File: src/rtl/bhl_load_reg.sv
// bhl_load_reg: parallel-load register with load enable.
//
// Captures RA into QA on a rising clk edge when LD_A is high and holds QA
// otherwise. Serves as an accumulator/operand register in the datapath, and
// also reports whether QA holds loaded data and when a load changed it.
//
// Optional feature: define BHL_LOAD_REG_PARITY_EN to add the QA_PAR output,
// the registered even parity (XOR reduction) of QA.
//
// Parameters:
//   WIDTH   - data width of RA and QA (1..64)
//   RST_VAL - value QA takes on reset
//
// Ports:
//   clk    in   1      rising-edge clock
//   rst    in   1      synchronous reset, active-low
//   LD_A   in   1      load enable; RA captured at the next rising edge
//   RA     in   WIDTH  parallel data input
//   QA     out  WIDTH  registered data output
//   QA_VLD out  1      set once a load has completed since the last reset
//   QA_CHG out  1      one-cycle pulse: previous edge loaded a different value
//   QA_PAR out  1      XOR reduction of QA (only with BHL_LOAD_REG_PARITY_EN)
//
// All outputs come straight from flops; there is no input-to-output
// combinational path.

module bhl_load_reg #(
  parameter int unsigned      WIDTH   = 4,
  parameter logic [WIDTH-1:0] RST_VAL = '0
) (
  input  logic             clk,
  input  logic             rst,
  input  logic             LD_A,
  input  logic [WIDTH-1:0] RA,
  output logic [WIDTH-1:0] QA,
  output logic             QA_VLD,
`ifdef BHL_LOAD_REG_PARITY_EN
  output logic             QA_PAR,
`endif
  output logic             QA_CHG
);

  logic [WIDTH-1:0] r_qa;
  logic             r_vld;
  logic             r_chg;

  logic [WIDTH-1:0] w_qa_d;
  logic             w_vld_d;
  logic             w_chg_d;

  // Next state for an un-reset edge; reset is applied in the flop process so
  // it overrides a simultaneous load.
  always_comb begin
    w_qa_d  = r_qa;
    w_vld_d = r_vld;
    w_chg_d = 1'b0;
    if (LD_A) begin
      w_qa_d  = RA;
      w_vld_d = 1'b1;
      w_chg_d = (RA != r_qa);
    end
  end

  always_ff @(posedge clk) begin
    if (!rst) begin
      r_qa  <= RST_VAL;
      r_vld <= 1'b0;
      r_chg <= 1'b0;
    end else begin
      r_qa  <= w_qa_d;
      r_vld <= w_vld_d;
      r_chg <= w_chg_d;
    end
  end

`ifdef BHL_LOAD_REG_PARITY_EN
  // Parity is kept in its own flop, computed from the value being written,
  // so QA_PAR is not an XOR tree hanging off QA.
  logic r_par;
  logic w_par_d;

  always_comb begin
    w_par_d = r_par;
    if (LD_A) begin
      w_par_d = ^RA;
    end
  end

  always_ff @(posedge clk) begin
    if (!rst) begin
      r_par <= ^RST_VAL;
    end else begin
      r_par <= w_par_d;
    end
  end

  assign QA_PAR = r_par;
`endif

  assign QA     = r_qa;
  assign QA_VLD = r_vld;
  assign QA_CHG = r_chg;

endmodule

File: config.mk
export PLATFORM = sky130hd
export DESIGN_NAME = bhl_load_reg
export DESIGN_NICKNAME = d
export VERILOG_FILES = /design/src/rtl/bhl_load_reg.sv
export SDC_FILE = /design/constraint.sdc
export NUM_CORES = 1
export LEC_CHECK = 0
export ABC_AREA = 1
export CAP_MARGIN = 20
export CORE_AREA = 2 2 39 41
export DETAILED_ROUTE_END_ITERATION = 16
export DIE_AREA = 0 0 41 43
export PLACE_DENSITY = 0.52
export SYNTH_ARGS = -nofsm -noshare
export SYNTH_HDL_FRONTEND = slang
export SYNTH_SLANG_ARGS = --single-unit
File: constraint.sdc
create_clock -name clk -period 1.3 [get_ports clk]
set_clock_uncertainty 0.2 [all_clocks]
set_input_delay 0.39 -clock clk [delete_from_list [all_inputs] [get_ports clk]]
set_output_delay 0.39 -clock clk [all_outputs]
set_load 0.005 [all_outputs]
Yosys cells after proc, flatten, opt, wreduce, memory -nomap -nowiden
Cells that the tools add are included.
{ "totals": {"out_inout_bits": 6, "regBits": 6, "word_cells": 5, "input_bits": 7} }
{ "classes": {"n_reduce_logical": 1, "n_eq_ne": 1} }
{ "op_table": {"columns": ["op", "n"], "rows": [
  ["$ne 4x4->1", 1],
  ["$reduce_and 2->1", 1]
]} }

Depth between registers and ports, before layout
Gate-level depths: netlist of run 1.
{ "depth": {"word_depth": 1, "depth_mapped": 5, "ltp_nobuf": 5} }

Worst setup path after synthesis of run 1
Ideal clock, no wire load.
{ "synth_timing": {"path_type": "input -> register", "from": "input port LD_A", "to": "register r_qa[0] (netlist: QA[0])", "path_slack_ns": 0.298, "cell_stages": 3, "required_ns": 0.981, "setup_ns": 0.119, "t_arrival_ns": 0.683, "path_buffers": 1, "path_cell_list": "buf_6 o21ai_0 a21oi_1"} }
{ "synth_rtl": {"columns": ["item", "line_no", "text"], "rows": [
  ["start: declaration", "33", "input logic LD_A,"],
  ["end signal: assignment", "70", "r_qa <= w_qa_d;"],
  ["end: declaration", "43", "logic [WIDTH-1:0] r_qa;"]
]} }

Final worst setup path of run 1
{ "layout_timing": {"from": "register r_qa[3] (netlist: QA[3])", "to": "output port QA[3]"} }
{ "layout_rtl": {"columns": ["item", "line_no", "text"], "rows": [
  ["end: declaration", "35", "output logic [WIDTH-1:0] QA,"]
]} }
No word-level cell between the ends.

==> results of run 1 <==
[logic make-up (layout without fill, tap and decap cells)]
family	Yosys count	after routing	share of synthesized area (%)
AND/OR/NAND/NOR	17	17	23.61
AO/OA/AOI/OAI	9	9	16.67
buffers and inverters	9	32	15.28
flip-flops	6	6	44.45
[per-stage QoR]
stage	std cells	total power [uW]
after CTS	80	486.5
after global placement	76	315.1
after floorplan	41	245.9
after detailed placement	76	315.8
final	80	476.3
after global routing	80	511.6
[state kept, by name (all words and copies together) (netlist names)]
register,flops
QA,4
QA_CHG,1
QA_VLD,1
[layer usage]
layer / routed length, um / track usage (%) / vias up / part of all wire (%)
met5: 0 / 0 / - / 0
met4: 0 / 4.000 / 0 / 0
met3: 58 / 9.424 / 0 / 9.6
met2: 277 / 10.00 / 8 / 46
met1: 269 / 12.05 / 118 / 44
li1: - / - / 172 / -
[report_power, final]
group	total (uW)	internal (uW)	leakage [uW]	switching, uW
sequential	205	200	0.0000513	5.16
combinational	96.4	56.1	0.000226	40.2
clock	175	105	0.0000138	69.9
[cells in the final DEF (no fill, tap or decap)]
| master | count |
|---|---|
| a21oi_1 | 5 |
| dfxtp_1 | 1 |
| nand2_1 | 15 |
| nor2_1 | 2 |
| clkdlybuf4s50_1 | 2 |
| dlymetal6s2s_1 | 4 |
| inv_1 | 8 |
| dfxtp_2 | 5 |
| o21ai_0 | 4 |
| buf_4 | 9 |
| clkbuf_4 | 3 |
| buf_2 | 6 |
[repair_timing]
| item | 4_1_cts | 5_1_grt |
|---|---|---|
| pin swaps | 0 | 2 |
| setup buffers | 1 | 0 |
| resized for setup | 29 | 4 |
| endpoints found under the setup margin | 6 | 5 |
[worst max path at each step]
stage                  to  cells after the start
floorplan           QA[0]                      3
CTS                 QA[2]                      3
detailed placement  QA[3]                      3
global placement    QA[2]                      3
finish              QA[3]                      1
global route        QA[3]                      1
[area by class of cell]
class / count / share of cell area, %
repair buffers: 21 / 35.26
flip-flops and latches: 6 / 26.58
inverters: 8 / 6.316
well taps: 16 / 4.211
multi-input cells: 26 / 22.89
clock buffers: 3 / 4.737
[worst register-to-register path, cell delays in order, from the launching register on]
cell and delay, ps:
dfxtp_2 310, buf_4 120, buf_4 120, nand2_1 50, nand2_1 40, nor2_1 90, a21oi_1 60
==> metrics.csv, run 1 <==
metric,value,unit
outcome,"finished, final reports clean",
synth-async-reset-ratio,0,%
hold_depth,2,
num_antenna_cells,0,
cellLeakagePower,0.0002908,uW
crit_arrival,670,ps
startpoint,QA[3],
hold_end,QA_VLD,
cts_sinks,6,
die_w,41,um
route.vias.total,298,
ys_types,7,
core-area,0.001384,sq mm
fin_setup_tns,0,ps
place_hpwl,466,um
pwr_density_cell,1002,mW/mm^2
synthFlopType,dfxtp_1,
max_slew.worst_pin.slew,282.2,ps
cts-buffers-inserted,3,
final_cell_area,475.5,sq um
syn_to_final_growth,75.93,%
place_area,459.2,sq um
ctsHtreeMaxLevel,1,
netlist_area,270.3,sq um
hold_class,flop to flop,
synth_most_common_cell,nand2_1,
antenna_found_initial,0,
setup_slack,35.56,ps
synth_top_area_cell,dfxtp_1,
holdWs,247.3,ps
drt_iter0_drc,1,
syn_inst,41,
gp_congestion,0.6830,
synth_common_cells,"15 x nand2_1, 8 x inv_1, 6 x dfxtp_1",
fin_nets,73,
path_cells,buf_2,
root_buffer,clkbuf_4,
clk_pin_slew,50,ps
ff_latch_area,126.4,sq um
ios,13,
synth_seq_cells,6,
ys_seq_area_share,44.44,%
initial_utilization,19.53,%
route.detailed.drc,0,
multi_input_area,108.9,sq um
rows,14,
path_buf_inv,1,
cpLargestDelayFamily,flip-flops,
synth_top_area_share,44.44,%
hold_buffers,0,
hold_start,QA_VLD,
grt_pass1_vias,246,
hold_viol,0,
relSlewSlack,81.15,%
synth_edf_count,0,
cts_tree,built,
grt-ovfl-total,0,
finalSetupViolations,0,
wl_per_cell,7.563,um
grt_pass1_wl,1.021,mm
port-buffer-count,12,
final_util,34.36,%
firstDrtPassIters,2,
critPathKind,flop to primary output,
crit_fanout,2,
synth_area_leaders,"dfxtp_1 44%, nand2_1 21%, inv_1 11%, a21oi_1 9.3%, o21ai_0 7.4%",
cts_max_path_buffers,2,
drive_gt1_share,35.94,%
start_kind,flop,
r2r_end,QA_CHG,
grt_max_degree,10,
die_area,0.001763,sq mm
syn_avg_cell_area,6.592,sq um
track_usage,9.375,%
fillers,164,
max_freq,790.9,MHz
worstPathRequired,710,ps
setup.worst_path.end_class,primary output,
place_ws,-248.0,ps
rr_worst_depth,6,
ys_warn_count,0,
drtAntennaViolNets,0,
slowest_stage,dfxtp_2,
slew_viol_final,0,
timing.rr.start,QA[3],
critPathMaxStageDelay,310,ps
drt-total-wl,605,um
period_needed,1264,ps
rsz0062_at_grt,false,
fin_crit_sh,97.26,%
r2r_slack,190,ps
via_per_inst,3.725,
syn_nets,48,
clkLatencyLatePin,250,ps
die_h,43,um
cap_violations,0,
ir_drop,0.5077,mV
Note: power is estimated with default switching activity, not from simulation.
==> inputs of run 2 (changes only) <==
--- a/config.mk
+++ b/config.mk
@@ -10,7 +10,9 @@
 export CORE_AREA = 2 2 39 41
 export DETAILED_ROUTE_END_ITERATION = 16
 export DIE_AREA = 0 0 41 43
+export GPL_TIMING_DRIVEN = 0
 export PLACE_DENSITY = 0.52
+export SLEW_MARGIN = 10
 export SYNTH_ARGS = -nofsm -noshare
 export SYNTH_HDL_FRONTEND = slang
 export SYNTH_SLANG_ARGS = --single-unit
==> run 2 against run 1 <==
Effect of this change: wire length is 4.1% lower; sequential share of layout area rose by 2.7 points; register-to-register slack improved by 80 ps; cell count down 7.5%; design area down 7.4%; sequential cell count is the same; die area did not move; sequential power about the same; global-route usage decreased by 1.3 points; worst hold slack got worse by 110 ps; total power fell by 3.5%; critical path type unchanged; largest power group unchanged; highest routed layer is now met4.
==> metrics.csv, run 2 (synthesized netlist as in run 1, its figures left out) <==
metric,value,unit,change
grt_pass1_vias,215,,was 246
rows,14,,unchanged
slew_viol_final,0,,unchanged
pwr-share-seq,44.9,%,was 43.1%
drtAntennaViolNets,0,,unchanged
drive_gt1_share,32.76,%,was 35.94%
wl_per_cell,7.838,um,was 7.563 um
start_kind,flop,,unchanged
crit_fanout,4,,was 2
crit_arrival,690,ps,was 670 ps
switching_share,23.53,%,was 24.21%
route.detailed.drc,0,,unchanged
die_area,0.001763,sq mm,unchanged
antenna_found_initial,0,,unchanged
cts_sinks,6,,unchanged
drt_iter0_drc,3,,was 1
hold_depth,2,,unchanged
p_sw,108.1,uW,was 115.3 uW
fin_cells,74,,was 80
outcome,"finished, final reports clean",,unchanged
dp.cells,68,,was 76
pwr_density_cell,1043,mW/mm^2,was 1002 mW/mm^2
clkLatencyLatePin,240,ps,was 250 ps
ios,13,,unchanged
largest_reg_flops,4,,unchanged
num_antenna_cells,0,,unchanged
fin_crit_sh,98.59,%,was 97.26%
slowest_stage,dfxtp_4,,was dfxtp_2
path_cells,buf_6,,was buf_2
syn_to_final_growth,62.96,%,was 75.93%
cellLeakagePower,0.0002558,uW,was 0.0002908 uW
cts-buffers-inserted,3,,unchanged
port-buffer-count,11,,was 12
crit_cells,1,,unchanged
grt_pass1_wl,828,um,was 1.021 mm
final_cell_area,440.4,sq um,was 475.5 sq um
gp_congestion,0.6563,,was 0.6830
layout_commonest_cell,nand2_1,,unchanged
clockPowerShare,36.6,%,about the same
rsz0062_at_grt,true,,was false
cap_violations,0,,unchanged
hold_class,input port to flop,,was flop to flop
path_buf_inv,1,,unchanged
critPathKind,flop to primary output,,unchanged
grt_max_degree,10,,unchanged
hold_viol,0,,unchanged
grt-ovfl-total,0,,unchanged
comb_power_share,18.5,%,was 20.2%
die_w,41,um,unchanged
p_int,351.3,uW,was 361.0 uW
clk_pin_slew,40,ps,was 50 ps
core-area,0.001384,sq mm,unchanged
finalSetupViolations,0,,unchanged
setup.worst_path.end_class,primary output,,unchanged
track_usage,8.048,%,was 9.375%
critPathMaxStageDelay,340,ps,was 310 ps
max_freq,780.2,MHz,was 790.9 MHz
cts_max_path_buffers,2,,unchanged
max_slew.worst_pin.slew,193.5,ps,was 282.2 ps
cts_tree,built,,unchanged
holdWs,139.3,ps,was 247.3 ps
place_hpwl,409.4,um,was 466 um
ctsHtreeMaxLevel,1,,unchanged
period_needed,1282,ps,was 1264 ps
worstPathRequired,710,ps,about the same
route.vias.total,281,,was 298
rr_worst_depth,5,,was 6
root_buffer,clkbuf_4,,unchanged
initial_utilization,19.53,%,unchanged
drt-total-wl,580,um,was 605 um
relSlewSlack,87.06,%,was 81.15%
hold_buffers,0,,unchanged
via_per_inst,3.797,,was 3.725
die_h,43,um,unchanged
firstDrtPassIters,4,,was 2
ir_drop,0.4179,mV,was 0.5077 mV
final_cell_mix,"15 x nand2_1, 8 x inv_1, 5 x a21oi_1, 5 x buf_2",,"was 15 x nand2_1, 9 x buf_4, 8 x inv_1"
fin_nets,67,,was 73
place_area,400.4,sq um,was 459.2 sq um
cpLargestDelayFamily,flip-flops,,unchanged
p_total,459.4,uW,was 476.3 uW
==> run 2: changes by cell type in the layout (fill, tap and decap cells not counted), sizes merged <==
cell          delta
buf              -5
dlymetal6s2s     -1
==> run 2: what timing repair did <==
action / CTS / global route
gates cloned: 0 / 0
setup buffers: 3 / 0
gates resized for setup: 29 / 6
endpoints found under the setup margin: 6 / 2
pin swaps: 0 / 3
==> run 2: through the flow <==
stage | setup TNS (ps) | util [%] | setup WS [ps]
floorplan | 0 | - | 297.7
finish | 0 | 31.83 | 18.27
global placement | -1702 | 28.93 | -222.2
global route | -14.46 | 31.83 | -14.46
detailed placement | -1736 | 28.93 | -226.2
CTS | 0 | 30.47 | 14.34
==> run 2: metal layers <==
layer | up-vias | share of wire [%] | track usage (%)
met2 | 8 | 44 | 8.438
met4 | 0 | 2.9 | 6.000
li1 | 158 | - | -
met5 | - | 0 | 0
met1 | 111 | 43 | 8.414
met3 | 4 | 10 | 9.424
==> run 2: power groups by stage <==
stage               Sequential [uW]  Combinational, uW  Clock (uW)
finish                          206               85.1         168
global placement                211               83.9           0
detailed placement              211               84.5           0
global route                    209               95.8         189
floorplan                       211               34.4           0
CTS                             207               84.0         177
==> run 2: final timing paths <==
path / start / endpoint / slack (ps)
worst min register to register: QA_VLD / QA_VLD / 250
worst max register to register: QA[2] / QA_CHG / 270
worst min-delay path: LD_A / QA[0] / 140
worst max-delay path: QA[1] / QA[1] / 20
==> run 2: layout make-up <==
type | count | area, sq um
Fill cell | 157 | 943.4
Sequential cell | 6 | 128.9
Timing Repair Buffer | 14 | 116.4
Multi-Input combinational cell | 26 | 111.4
Inverter | 8 | 30.03
Clock buffer | 3 | 22.52
Tap cell | 16 | 20.02
Buffer | 1 | 11.26
==> inputs of run 3 (changes only) <==
--- a/config.mk
+++ b/config.mk
@@ -6,7 +6,7 @@
 export NUM_CORES = 1
 export LEC_CHECK = 0
 export ABC_AREA = 1
-export CAP_MARGIN = 20
+export CAP_MARGIN = 10
 export CORE_AREA = 2 2 39 41
 export DETAILED_ROUTE_END_ITERATION = 16
 export DIE_AREA = 0 0 41 43
==> constraint.sdc (replaced) <==
create_clock -name clk -period 1.5 [get_ports clk]
set_clock_uncertainty 0.2 [all_clocks]
set_input_delay 0.45 -clock clk [delete_from_list [all_inputs] [get_ports clk]]
set_output_delay 0.45 -clock clk [all_outputs]
set_load 0.005 [all_outputs]
==> run 3 against run 2 <==
Effect of this change: sequential power down 12%; critical endpoint is now QA[0]; largest cell class unchanged; first-iteration DRC count up 33%; combinational power down 20%; clock power down 14%; worst hold slack better by 62 ps; clock-buffer cell count unchanged.
==> metrics.csv, run 3 (synthesized netlist as in run 1, its figures left out) <==
metric,value,unit,change
outcome,"finished, final reports clean",,unchanged
syn_to_final_growth,59.72,%,was 62.96%
root_buffer,clkbuf_4,,unchanged
slew_viol_final,0,,unchanged
track_usage,7.847,%,was 8.048%
cts_tree,built,,unchanged
start_kind,flop,,unchanged
worstPathRequired,850,ps,was 710 ps
hold_viol,0,,unchanged
cts-buffers-inserted,3,,unchanged
firstDrtPassIters,4,,unchanged
place_hpwl,409.4,um,unchanged
route.vias.total,271,,was 281
drt-total-wl,534,um,was 580 um
period_needed,1461,ps,
hold_class,input port to flop,,unchanged
rr_worst_depth,5,,unchanged
grt_max_degree,10,,unchanged
gp_congestion,0.6563,,unchanged
grt_pass1_wl,793,um,was 828 um
finalSetupViolations,0,,unchanged
port-buffer-count,11,,unchanged
largest_reg_flops,4,,unchanged
path_cells,dlygate4sd2_1,,was buf_6
drtAntennaViolNets,0,,unchanged
hold_end,QA[0],,unchanged
ir_drop,0.4156,mV,was 0.4179 mV
cap_violations,0,,unchanged
fin_nets,65,,was 67
die_w,41,um,unchanged
layout_commonest_cell,nand2_1,,unchanged
timing.rr.start,QA[0],,was QA[2]
grt_pass1_vias,206,,was 215
grt-ovfl-total,0,,unchanged
antenna_found_initial,0,,unchanged
critPathMaxStageDelay,320,ps,was 340 ps
final_util,31.19,%,was 31.83%
crit_fanout,3,,was 4
setup.worst_path.end_class,primary output,,unchanged
clk_pin_slew,40,ps,about the same
cts_sinks,6,,unchanged
r2r_slack,480,ps,was 270 ps
ctsHtreeMaxLevel,1,,unchanged
relSlewSlack,87.31,%,was 87.06%
place_ws,-86.21,ps,was -226.2 ps
initial_utilization,19.53,%,unchanged
r2r_end,QA_CHG,,unchanged
clkLatencyLatePin,240,ps,about the same
num_antenna_cells,0,,unchanged
drive_gt1_share,16.07,%,was 32.76%
die_h,43,um,unchanged
die_area,0.001763,sq mm,unchanged
wl_per_cell,7.417,um,was 7.838 um
fin_setup_tns,0,ps,unchanged
max_slew.worst_pin.slew,189.7,ps,was 193.5 ps
via_per_inst,3.764,,was 3.797
fin_crit_sh,97.42,%,
setup_slack,38.77,ps,was 18.27 ps
pwr_density_cell,910.8,mW/mm^2,was 1043 mW/mm^2
drt_iter0_drc,4,,was 3
core-area,0.001384,sq mm,unchanged
route.detailed.drc,0,,unchanged
crit_arrival,810,ps,was 690 ps
cellLeakagePower,0.0002213,uW,was 0.0002558 uW
hold_start,LD_A,,unchanged
cts_max_path_buffers,2,,unchanged
hold_depth,2,,unchanged
ios,13,,unchanged
hold_buffers,0,,unchanged
path_buf_inv,1,,unchanged
startpoint,QA[0],,was QA[1]
max_freq,684.4,MHz,
slowest_stage,dfxtp_2,,was dfxtp_4
rows,14,,unchanged
cpLargestDelayFamily,flip-flops,,unchanged
final_cell_mix,"15 x nand2_1, 8 x inv_1, 5 x a21oi_1, 5 x clkdlybuf4s50_1",,"was 15 x nand2_1, 8 x inv_1, 5 x a21oi_1, 5 x buf_2"
critPathKind,flop to primary output,,unchanged
run 3: changes by cell type in the layout (fill, tap and decap cells not counted), sizes merged:
cell,change
dlymetal6s2s,-3
clkdlybuf4s50,+3
dlygate4sd2,+3
clkdlybuf4s15,+3
buf,-8
run 3: worst max-delay path by stage:
stage	slack [ps]	endpoint	depth (start not counted)
after floorplan	440	QA[0]	3
after global placement	-80	QA_CHG	6
after detailed placement	-90	QA_CHG	6
after CTS	20	QA[0]	1
after global routing	-1	QA[0]	1
final	40	QA[0]	1
run 3: what timing repair did:
| item | 4_1_cts | 5_1_grt |
|---|---|---|
| setup buffers | 0 | 1 |
| setup endpoints to repair | 6 | 4 |
| endpoints found under the hold margin | 0 | 0 |
| cloned | 0 | 0 |
| pin swaps | 0 | 0 |
| gates resized for setup | 10 | 3 |
run 3: per-stage QoR:
stage	hold slack [ps]	total power, uW	instances	area (sq um)
after global routing	199.5	425.4	72	431.7
after CTS	196.8	400.5	71	420.4
after global placement	241.0	255.8	68	400.4
after floorplan	238.8	213.1	41	270.3
final	201.0	393.2	72	431.7
after detailed placement	235.7	256.0	68	400.4
run 3: metal layers:
metal	GRT usage (%)	up-vias	share of wire, %
li1	-	154	-
met1	7.767	105	44
met2	8.438	8	42
met3	9.424	4	10
met4	6.000	0	3.2
met5	0	-	0
run 3: area by class of cell:
class	count	area (sq um)
fill	163	952.2
buffer	1	11.26
tap	16	20.02
multi-input combinational	26	108.9
sequential	6	125.1
timing repair buffer	12	113.9
inverter	8	30.03
clock buffer	3	22.52
run 3: power breakdown:
| part | internal, uW | total [uW] | switching [uW] |
|---|---|---|---|
| clock network | 90.2 | 144 | 53.6 |
| logic | 40.0 | 68.5 | 28.5 |
| registers | 174 | 181 | 7.35 |
==> variant: new RTL, settings of run 2 <==
Set the parameter `WIDTH` to 3 (it was 4).
--- a/src/rtl/bhl_load_reg.sv
+++ b/src/rtl/bhl_load_reg.sv
@@ -25,7 +25,7 @@
 // combinational path.
 
 module bhl_load_reg #(
-  parameter int unsigned      WIDTH   = 4,
+  parameter int unsigned      WIDTH   = 3,
   parameter logic [WIDTH-1:0] RST_VAL = '0
 ) (
   input  logic             clk,
Ports: changed (resized QA and RA); port bits go from 13 to 11. No check against the original RTL was run, so the function may have changed too.
==> variant against run 2 <==
- total power down 7.5%
- count of clock-buffer cells in the layout up 1
- area after synthesis down 23%
- critical endpoint is now QA[2]
- wire length down 12%
- design area down 18%
- critical path depth unchanged
- sequential cell count down 1
- worst setup slack better by 0.016 ns
==> variant: results (changes against run 2) <==
| Metric | Value |
|---|---|
| Total Routing Usage GR | 7.329% (-0.72 points) |
| Port bufs | 10 (-1) |
| Most area-consuming cells after synthesis | dfxtp_1, nand2_1, inv_1 |
| Number of global-route vias before repair | 208 (-3.3%) |
| Pwr/cell area | 1184 nW/um^2 (+13%) |
| GP Congestion | 0.7079 (+7.9%) |
| End-of-flow core utilization | 25.95% (-5.9 points) |
| Register area share after synthesis | 48.19% (+3.7 points) |
| Hold slack | 0.2390 ns (+0.09969 ns) |
| DR vias/cell | 3.714 (-2.2%) |
| Leakage | 0.2018 nW (-21%) |
| Multi-In Gates | 18 (-31%) |
| Seq_cells | 5 (-1) |
| Worst Setup EP | QA[2] |
| Non-clk bufs | 13 (-2) |
| Hold WC Path Type | flip-flop to flip-flop |
| Fill cell count | 161 (+2.5%) |
| Int Power | 0.3226 mW (-8.2%) |
| Max FO, Critical Path | 2 (-2) |
| Hold_sp | QA_VLD |
| Status | finished, final reports clean |
| Maximum VDD drop | 0.3385 mV (-19%) |
| Clock buffer count | 4 (+1) |
| Layout clock area frac | 7.317% (+2.2 points) |
| Clk pwr share | 43.4% (+6.8 points) |
| Max reg flops | 3 (-1) |
| Layout cells sized above 1 | 31.91% (-0.84 points) |
| Global-route wire length before repair | 772 um (-6.8%) |
| Synth unique cells | 8 (+1) |
| Reg2Reg Setup Slack | 0.24 ns (-0.03 ns) |
| Data buffer area share | 27.87% (-1.1 points) |
| Max Root-Sink Buffers | 2 (unchanged) |
| Inverters | 7 (-1) |
| WHS Endpoint | QA_VLD |
| Largest net degree at the start of global routing | 8 (-2) |
| Most common library cells after synthesis | nand2_1, inv_1, dfxtp_1 |
| Post-Synth XOR/XNOR Area | 4.217% (+4.2 points) |
| Least-Margin Pin Slew | 0.2425 ns (+0.04903 ns) |
| Reg2reg start | QA[0] |
| Cell area after placement | 327.8 um^2 (-18%) |
| Max incr delay on CP | 0.32 ns (-0.02 ns) |
| Compound-gate portion of the synthesized area | 14.46% (-2.2 points) |
| Post-placement setup slack | -0.2029 ns (+0.02335 ns) |
| Fmax | 790.2 MHz (+1.3%) |
| Register share of the cell area | 29.27% (about the same) |
| CP Launch Point | QA[2] |
| HPWL after detailed placement | 347 um (-15%) |
| Sequential share of power | 40.3% (-4.6 points) |
| Synth Net Count | 36 (-25%) |
| Fin nets | 54 (-19%) |
| Slowest CP cell | dfxtp_2 |
[variant: cell count changes after synthesis]
cell | run 2 | this run
buf_6 | 1 | 0
nand2_1 | 15 | 10
dfxtp_1 | 6 | 5
inv_1 | 8 | 7
nor2_1 | 2 | 0
o21ai_1 | 0 | 2
o21ai_0 | 4 | 1
nand3_1 | 0 | 1
xnor2_1 | 0 | 1
a21oi_1 | 5 | 3
[variant: routing by layer]
layer / part of all wire (%) / global-route usage [%] / vias up
li1: - / - / 124
met1: 42 / 7.395 / 101
met2: 46 / 8.750 / 7
met3: 11 / 3.665 / 2
met4: 0.79 / 10.00 / 0
met5: 0 / 0 / -
[variant: per-stage QoR]
step / std cells / TNS (ns) / total power [mW]
after floorplan: 30 / 0 / 0.1988
after global placement: 56 / -1.382 / 0.2436
after detailed placement: 56 / -1.475 / 0.2443
after CTS: 63 / 0 / 0.4361
after global routing: 63 / 0 / 0.4505
final: 63 / 0 / 0.4251
